### src/rtl/cpu_pkg.sv
`default_nettype none
// ============================================================================
// Module   : cpu_pkg
// Brief    : Shared fetch/decode constants and the next-PC select encoding.
// Revision : 1.0
// ============================================================================
package cpu_pkg;

    localparam int WORD_W = 32;

    localparam logic [WORD_W-1:0] PC_INCR          = 32'd4;
    localparam logic [WORD_W-1:0] NOP_WORD         = 32'h0000_0000;
    localparam logic [WORD_W-1:0] RESET_PC_DEFAULT = 32'h0000_0000;

    typedef logic [1:0] npc_sel_t;

    localparam npc_sel_t NPC_SEQ = 2'd0;
    localparam npc_sel_t NPC_BR  = 2'd1;
    localparam npc_sel_t NPC_J   = 2'd2;
    localparam npc_sel_t NPC_JR  = 2'd3;

    function automatic logic [WORD_W-1:0] align_word(input logic [WORD_W-1:0] addr);
        return {addr[WORD_W-1:2], 2'b00};
    endfunction

endpackage : cpu_pkg
`default_nettype wire

### src/rtl/cpu_module_if_if_id_reg.sv
`default_nettype none
// ============================================================================
// Module   : if_id_reg
// Brief    : IF/ID pipeline register with write enable and flush-to-NOP.
// Revision : 1.0
// ============================================================================
module if_id_reg
    import cpu_pkg::*;
#(
    parameter logic [WORD_W-1:0] NOP_INSTR = NOP_WORD
) (
    input  logic              clk,
    input  logic              reset,
    input  logic              we_i,
    input  logic              flush_i,
    input  logic [WORD_W-1:0] instr_i,
    input  logic [WORD_W-1:0] npc_i,
    output logic [WORD_W-1:0] instr_o,
    output logic [WORD_W-1:0] npc_o
);

    logic [WORD_W-1:0] instr_q;
    logic [WORD_W-1:0] npc_q;
    logic [WORD_W-1:0] instr_d;
    logic [WORD_W-1:0] npc_d;

    always_comb begin
        instr_d = instr_q;
        npc_d   = npc_q;
        if (we_i) begin
            if (flush_i) begin
                instr_d = NOP_INSTR;
                npc_d   = '0;
            end else begin
                instr_d = instr_i;
                npc_d   = npc_i;
            end
        end
    end

    always_ff @(posedge clk or posedge reset) begin
        if (reset) begin
            instr_q <= NOP_INSTR;
            npc_q   <= '0;
        end else begin
            instr_q <= instr_d;
            npc_q   <= npc_d;
        end
    end

    assign instr_o = instr_q;
    assign npc_o   = npc_q;

endmodule : if_id_reg
`default_nettype wire

### src/rtl/cpu_module_if.sv
`default_nettype none
// ============================================================================
// Module   : cpu_module_if
// Brief    : Instruction-fetch stage: PC, next-PC select, IF/ID register.
// Revision : 1.0
// ============================================================================
module cpu_module_if
    import cpu_pkg::*;
#(
    parameter logic [WORD_W-1:0] RESET_PC  = RESET_PC_DEFAULT,
    parameter logic [WORD_W-1:0] NOP_INSTR = NOP_WORD
) (
    input  logic              clk,
    input  logic              reset,
    input  logic              PC_IFWrite,
    input  logic              Z,
    input  logic              J_Valid,
    input  logic              JR_Valid,
    input  logic [WORD_W-1:0] BranchAddr,
    input  logic [WORD_W-1:0] JAddr,
    input  logic [WORD_W-1:0] JRAddr,
    input  logic [WORD_W-1:0] IMemData,
    output logic [WORD_W-1:0] IMemAddr,
    output logic [WORD_W-1:0] PC_if,
    output logic [WORD_W-1:0] Instruction_id,
    output logic [WORD_W-1:0] NextPC_id,
    output logic [WORD_W-1:0] FetchCount
);

    logic [WORD_W-1:0] pc_q;
    logic [WORD_W-1:0] pc_d;
    logic [WORD_W-1:0] cnt_q;
    logic [WORD_W-1:0] cnt_d;
    logic [WORD_W-1:0] pc_plus4;
    logic [WORD_W-1:0] target;
    logic              redirect;
    npc_sel_t          npc_sel;

    assign pc_plus4 = pc_q + PC_INCR;
    assign redirect = JR_Valid | J_Valid | Z;

    always_comb begin
        npc_sel = NPC_SEQ;
        if (JR_Valid) begin
            npc_sel = NPC_JR;
        end else if (J_Valid) begin
            npc_sel = NPC_J;
        end else if (Z) begin
            npc_sel = NPC_BR;
        end
    end

    always_comb begin
        target = pc_plus4;
        case (npc_sel)
            NPC_JR:  target = JRAddr;
            NPC_J:   target = JAddr;
            NPC_BR:  target = BranchAddr;
            default: target = pc_plus4;
        endcase
    end

    // Redirect inputs are only looked at when the stage is allowed to advance,
    // so garbage on them during a stall cannot leak into state.
    always_comb begin
        pc_d  = pc_q;
        cnt_d = cnt_q;
        if (PC_IFWrite) begin
            pc_d = align_word(target);
            if (!redirect) begin
                cnt_d = cnt_q + 32'd1;
            end
        end
    end

    always_ff @(posedge clk or posedge reset) begin
        if (reset) begin
            pc_q  <= align_word(RESET_PC);
            cnt_q <= '0;
        end else begin
            pc_q  <= pc_d;
            cnt_q <= cnt_d;
        end
    end

    if_id_reg #(
        .NOP_INSTR (NOP_INSTR)
    ) u_if_id_reg (
        .clk     (clk),
        .reset   (reset),
        .we_i    (PC_IFWrite),
        .flush_i (redirect),
        .instr_i (IMemData),
        .npc_i   (pc_plus4),
        .instr_o (Instruction_id),
        .npc_o   (NextPC_id)
    );

    assign IMemAddr   = pc_q;
    assign PC_if      = pc_q;
    assign FetchCount = cnt_q;

endmodule : cpu_module_if
`default_nettype wire
### config.mk
export PLATFORM = sky130hd
export DESIGN_NAME = cpu_module_if
export DESIGN_NICKNAME = d
export VERILOG_FILES = /design/src/rtl/cpu_pkg.sv /design/src/rtl/cpu_module_if_if_id_reg.sv /design/src/rtl/cpu_module_if.sv
export SDC_FILE = /design/constraint.sdc
export NUM_CORES = 1
export LEC_CHECK = 0
export ABC_AREA = 1
export CELL_PAD_IN_SITES_DETAIL_PLACEMENT = 1
export CELL_PAD_IN_SITES_GLOBAL_PLACEMENT = 1
export CORE_MARGIN = 2
export CORE_UTILIZATION = 31
export DETAILED_ROUTE_END_ITERATION = 8
export HOLD_SLACK_MARGIN = 0.06
export PLACE_DENSITY_LB_ADDON = 0.1
export SYNTH_ARGS = -nofsm -noshare
export SYNTH_HDL_FRONTEND = slang
export SYNTH_HIERARCHICAL = 1
export SYNTH_SLANG_ARGS = --single-unit
### constraint.sdc
create_clock -name clk -period 3.2 [get_ports clk]
set_input_delay 0.96 -clock clk [delete_from_list [all_inputs] [get_ports clk]]
set_output_delay 0.96 -clock clk [all_outputs]
set_load 0.02 [all_outputs]
=== After elaboration in Yosys (flattened, before gate mapping) ===
Cells that the tools add are included.

* Register bits: 126
* Output and inout port bits: 160
* Word-level logic and storage cells: 19
* Input bits: 134

* Add/subtract/negate cells: 2
* Mux-type cells: 6
* Reductions and logical operators: 1
* Bitwise logic cells: 3
* Equality and inequality tests: 3

{| class="wikitable"
|+ Operators by type and width
! kind !! count
|-
| case mux 32 bit (3 select lines) || 1
|-
| 2-to-1 mux 32 bit || 2
|-
| adder 32 x 1 -> 32 bit, second input constant || 1
|-
| adder 32 x 3 -> 32 bit, second input constant || 1
|-
| equality test 2 bit, second input constant || 2
|-
| 2-to-1 mux 2 bit || 2
|-
| equality test 2 x 1 -> 1 bit, second input constant || 1
|-
| OR 1 bit || 2
|-
| AND reduction 2 bit || 1
|-
| 2-to-1 mux 1 bit || 1
|-
| inverter 1 bit || 1
|}

=== Longest topological paths before layout ===
* Word-level depth: 5
* Gate-level depth with buffers: 10
* Mapped depth without buffers: 10

=== Modules after synthesis ===
The synthesis kept the hierarchy.

{| class="wikitable"
|+ Modules (own cells, without submodules)
! module !! sequential area each (um^2) !! cells an instance !! area each (um^2) !! instances
|-
| cpu_module_if || 1551.5 || 736 || 4837.1 || 1
|-
| if_id_reg || 1601.5 || 278 || 2601.2 || 1
|}

=== Worst setup path before layout ===
OpenSTA, ideal clock, no wires.

* Kind: input-to-reg
* From: input port JR_Valid
* To: register pc_q[11], in the netlist IMemAddr[11]
* Path buffers: 3
* Data required time: 3.076 ns
* Slack: 1.287 ns
* Data arrival time: 1.788 ns
* Cell stages on the path: 7
* Setup time: 0.124 ns
* Path through: buf_6 -> nor2_4 -> a21oi_1 -> buf_2 -> buf_2 -> a22oi_1 -> nand2_1

* Longest elaborated chain between the ends: 3
* Elaborated cells on any way between the ends: 5
* Those cells by class: 3 x eq/ne; 2 x mux

{| class="wikitable"
|+ RTL lines
! what !! line !! RTL
|-
| start, declared || cpu_module_if.sv:18 || <nowiki>input logic JR_Valid,</nowiki>
|-
| 2-to-1 mux 2 bit * || cpu_module_if.sv:44 || <nowiki>if (JR_Valid) begin</nowiki>
|-
| equality test 2 x 1 -> 1 bit / equality test 2 bit (equally long branches) || cpu_module_if.sv:55 || <nowiki>case (npc_sel)</nowiki>
|-
| case mux 32 bit (3 select lines) * || cpu_module_if.sv:55 ||
|-
| end signal, assigned || cpu_module_if.sv:78 || <nowiki>pc_q <= align_word(RESET_PC);</nowiki>
|-
| end signal, assigned || cpu_module_if.sv:81 || <nowiki>pc_q <= pc_d;</nowiki>
|-
| end, declared || cpu_module_if.sv:30 || <nowiki>logic [WORD_W-1:0] pc_q;</nowiki>
|}

Every way passes the cells marked *; elsewhere a longest branch is shown, timed or not.
A chain may end at the register's enable or synchronous reset.

=== Worst setup path after layout ===
* From: register pc_q[27], in the netlist IMemAddr[27]
* To: output port IMemAddr[27]

{| class="wikitable"
|+ RTL lines
! what !! line !! RTL
|-
| end, declared || cpu_module_if.sv:23 || <nowiki>output logic [WORD_W-1:0] IMemAddr,</nowiki>
|}

No word-level cell between the ends.

==> run metrics <==
final core utilization=~46%; count of pins over their slew limit=0; Core ar.=0.0235 mm²; total global routing overflow=0; total number of vias=7,423; RSZ-0062 raised after global routing=false; Hold Path Class=flip-flop to flip-flop; first-pass iteration count of the detailed router=4; Post-Syn Area=between 0.007 and 0.008 mm²; crit path from=IMemAddr[27]$_DFFE_PP0P_; Worst Skew=0.00817 ns; # setup viols final=0; layout filler cell count=slightly below 3,000; placed inst area=0.0103 mm²; WHS Endpoint=u_if_id_reg/npc_o[19]$_DFFE_PP0P_; Fin. Hold Viols=0; maximum clock path buffer count=2; row count=56; CTS Sinks=126; FF-to-FF Start=IMemAddr[2]$_DFFE_PP0P_; kind of end point of the critical path=output port; die area=0.0252 mm²; global-route usage over all layers=between 20% and 30%; Starting Density=31.6%; max-cap viol count=0; Yosys cell types=33; Max FO, Critical Path=7; Min-Delay Path Depth=2; post-synthesis sequential area ratio=42.4%; post-synthesis register bit count=126; critical path type=flip-flop to output port; Port Buffer Count=~280; largest net degree at the start of global routing=68; hold path startpoint=u_if_id_reg/npc_o[19]$_DFFE_PP0P_; Nets=approximately 1,400; Post-Route WL=between 20 and 30 mm; die width=159 µm; drt wl/cell=17.2 µm; antenna viol nets, final=0; Via density=4.65; Clock Latency Late Sink=0.42 ns; Synth Area per Inst=around 7.3 µm²; maximum vdd drop=between 0.0002 and 0.0003 V; most used flip-flop cell after synthesis=dfrtp_1; Area Growth Syn to Fin=46.1%; DRC=0; Register-to-Register Path Depth=9; crit path cell chain=clkdlybuf4s50_1; most frequent cells in the layout=447 x nand2_1, 281 x clkdlybuf4s50_1, 126 x dfrtp_1, 119 x nand3_1, 66 x nor2_1; GP Congestion=just over 0.8; run status=finished clean; CTS root buffer=clkbuf_16; Iter 0 DRT Violations=321; first-pass GRT wire length=about 44 mm; Worst Path Arrival=approximately 1.6 ns; layout cells sized above 1=about 6.7%; H-tree Lvls=4; power density over cell area=439 mW/mm²; Setup TNS=0 ns; worst relative slew slack=about 48%; RR Endpoint=u_if_id_reg/npc_o[22]$_DFFE_PP0P_; post-detail-place hpwl=20.9 mm; hold slack final=0.476 ns; most common cell after layout, fill and taps aside=nand2_1; number of enable flip-flop cells after synthesis=0; worst slew pin tran=0.782 ns; Leak=a little over 5 nW; WP buf/inv=1; fmax=between 300 and 400 MHz; crit path time final=approximately 2.6 ns; cts bufs inserted=17; CTS tree=built; startpoint types=flip-flop; setup bufs post-CTS=0; vias in the first global route=7,968; CP top delay family=buffers and inverters; Tot Pwr=approximately 4.8 mW; register area=between 0.003 and 0.004 mm²; r2r setup slk=about 1.3 ns; Design Area, Final=roughly 0.011 mm²; Max stage delay cell, worst path=clkdlybuf4s50_1; initial antenna violation count=0; Yosys warning count=6; Async S/R FF share, synth=100%; num ports=just under 300; area of the multi-input gates=about 0.0035 mm²; post-route clock period utilization=80.0%; Crit path largest cell delay=0.72 ns; Worst-path clk slew=0.06 ns; # hold bufs at CTS=0; Post-CTS Resized=0; die height=between 150 and 200 µm; Critical Path RT=around 2.2 ns; Syn Inst Count=1,014; Antenna diodes=0
## worst register-to-register path, cell delays in order, from the launching register on
cell and delay [ns]:
dfrtp_1 0.46, ha_1 0.22, nand2_1 0.09, nor2_4 0.18
nand2_2 0.15, nor2_4 0.24, nand3_1 0.12, and2_1 0.17
nand3_1 0.07, nand2_1 0.06
## where the power goes
part	switching [mW]	internal, mW	total, mW
registers	0.156	1.70	1.85
logic	0.575	0.526	1.10
clock network	0.809	1.01	1.81
total	1.54	3.23	4.77
## per-layer routing
metal | vias to the layer above | share of wire (%) | track usage (%)
met1 | 3549 | 44 | 27.9
met5 | - | 0 | 0
met4 | 0 | 1.8 | 6.53
met3 | 26 | 4.3 | 4.13
li1 | 3671 | - | -
met2 | 177 | 50 | 38.6
## through the flow
step,cells,setup slack (ns)
after detailed placement,1566,0.438
after floorplan,1019,0.642
after global routing,1598,0.578
final,1598,0.640
after global placement,1566,0.485
after CTS,1598,0.602
## area by class of cell
class,instances,area share [%]
Multi-Input combinational cell,759,32.6
Sequential cell,126,29.0
Timing Repair Buffer,301,27.7
Clock buffer,19,3.98
Tap cell,319,3.67
Inverter,61,2.11
Clock inverter,13,0.978
## flip-flops by register name (all words and copies together), names as in the netlist
name                 cells
u_if_id_reg/npc_o       32
FetchCount              32
u_if_id_reg/instr_o     32
IMemAddr                30
## synthesized netlist by cell type, types with 2 or more instances
master    count  area [µm²]
nand4_1      12        75.1
buf_2        15        75.1
xor2_2        2        32.5
nor3_1        6        30.0
nand3_1     119         596
nand3_2       2        20.0
ha_1          2        25.0
o21ai_0       7        35.0
clkbuf_1      9        33.8
clkbuf_8      6        82.6
inv_1        58         218
nor2_4       10         113
buf_6         8        90.1
buf_4        35         263
nor2_2        6        37.5
xnor2_1      11        96.3
nand2_1     447        1680
inv_2         3        11.3
a22oi_1      22         165
nand3b_1      9        67.6
nand2_4       3        33.8
xor2_1       19         166
nor2_1       67         251
nand2_2       2        12.5
dfrtp_1     126        3150
## cell families (layout without fill, tap and decap cells)
logic type / count (synthesis) / in the layout / share of synthesized area (%)
flip-flops: 126 / 126 / 42.4
AND/OR/NAND/NOR: 688 / 688 / 40.0
adder cells (fa/ha/maj): 2 / 2 / 0.336
XOR/XNOR: 32 / 32 / 3.97
AO/OA/AOI/OAI: 31 / 31 / 2.86
other: 1 / 6 / 0.0504
buffers and inverters: 134 / 394 / 10.4
## how the worst max path moves through the flow
| stage | end | depth (start not counted) |
|---|---|---|
| after floorplan | u_if_id_reg/instr_o[0]$_DFFE_PP0P_ | 1 |
| after global placement | FetchCount[20]$_DFFE_PP0P_ | 7 |
| after detailed placement | FetchCount[20]$_DFFE_PP0P_ | 7 |
| after CTS | PC_if[27] | 1 |
| after global routing | IMemAddr[27] | 1 |
| final | IMemAddr[27] | 1 |
Note: power is estimated with default switching activity, not from simulation.
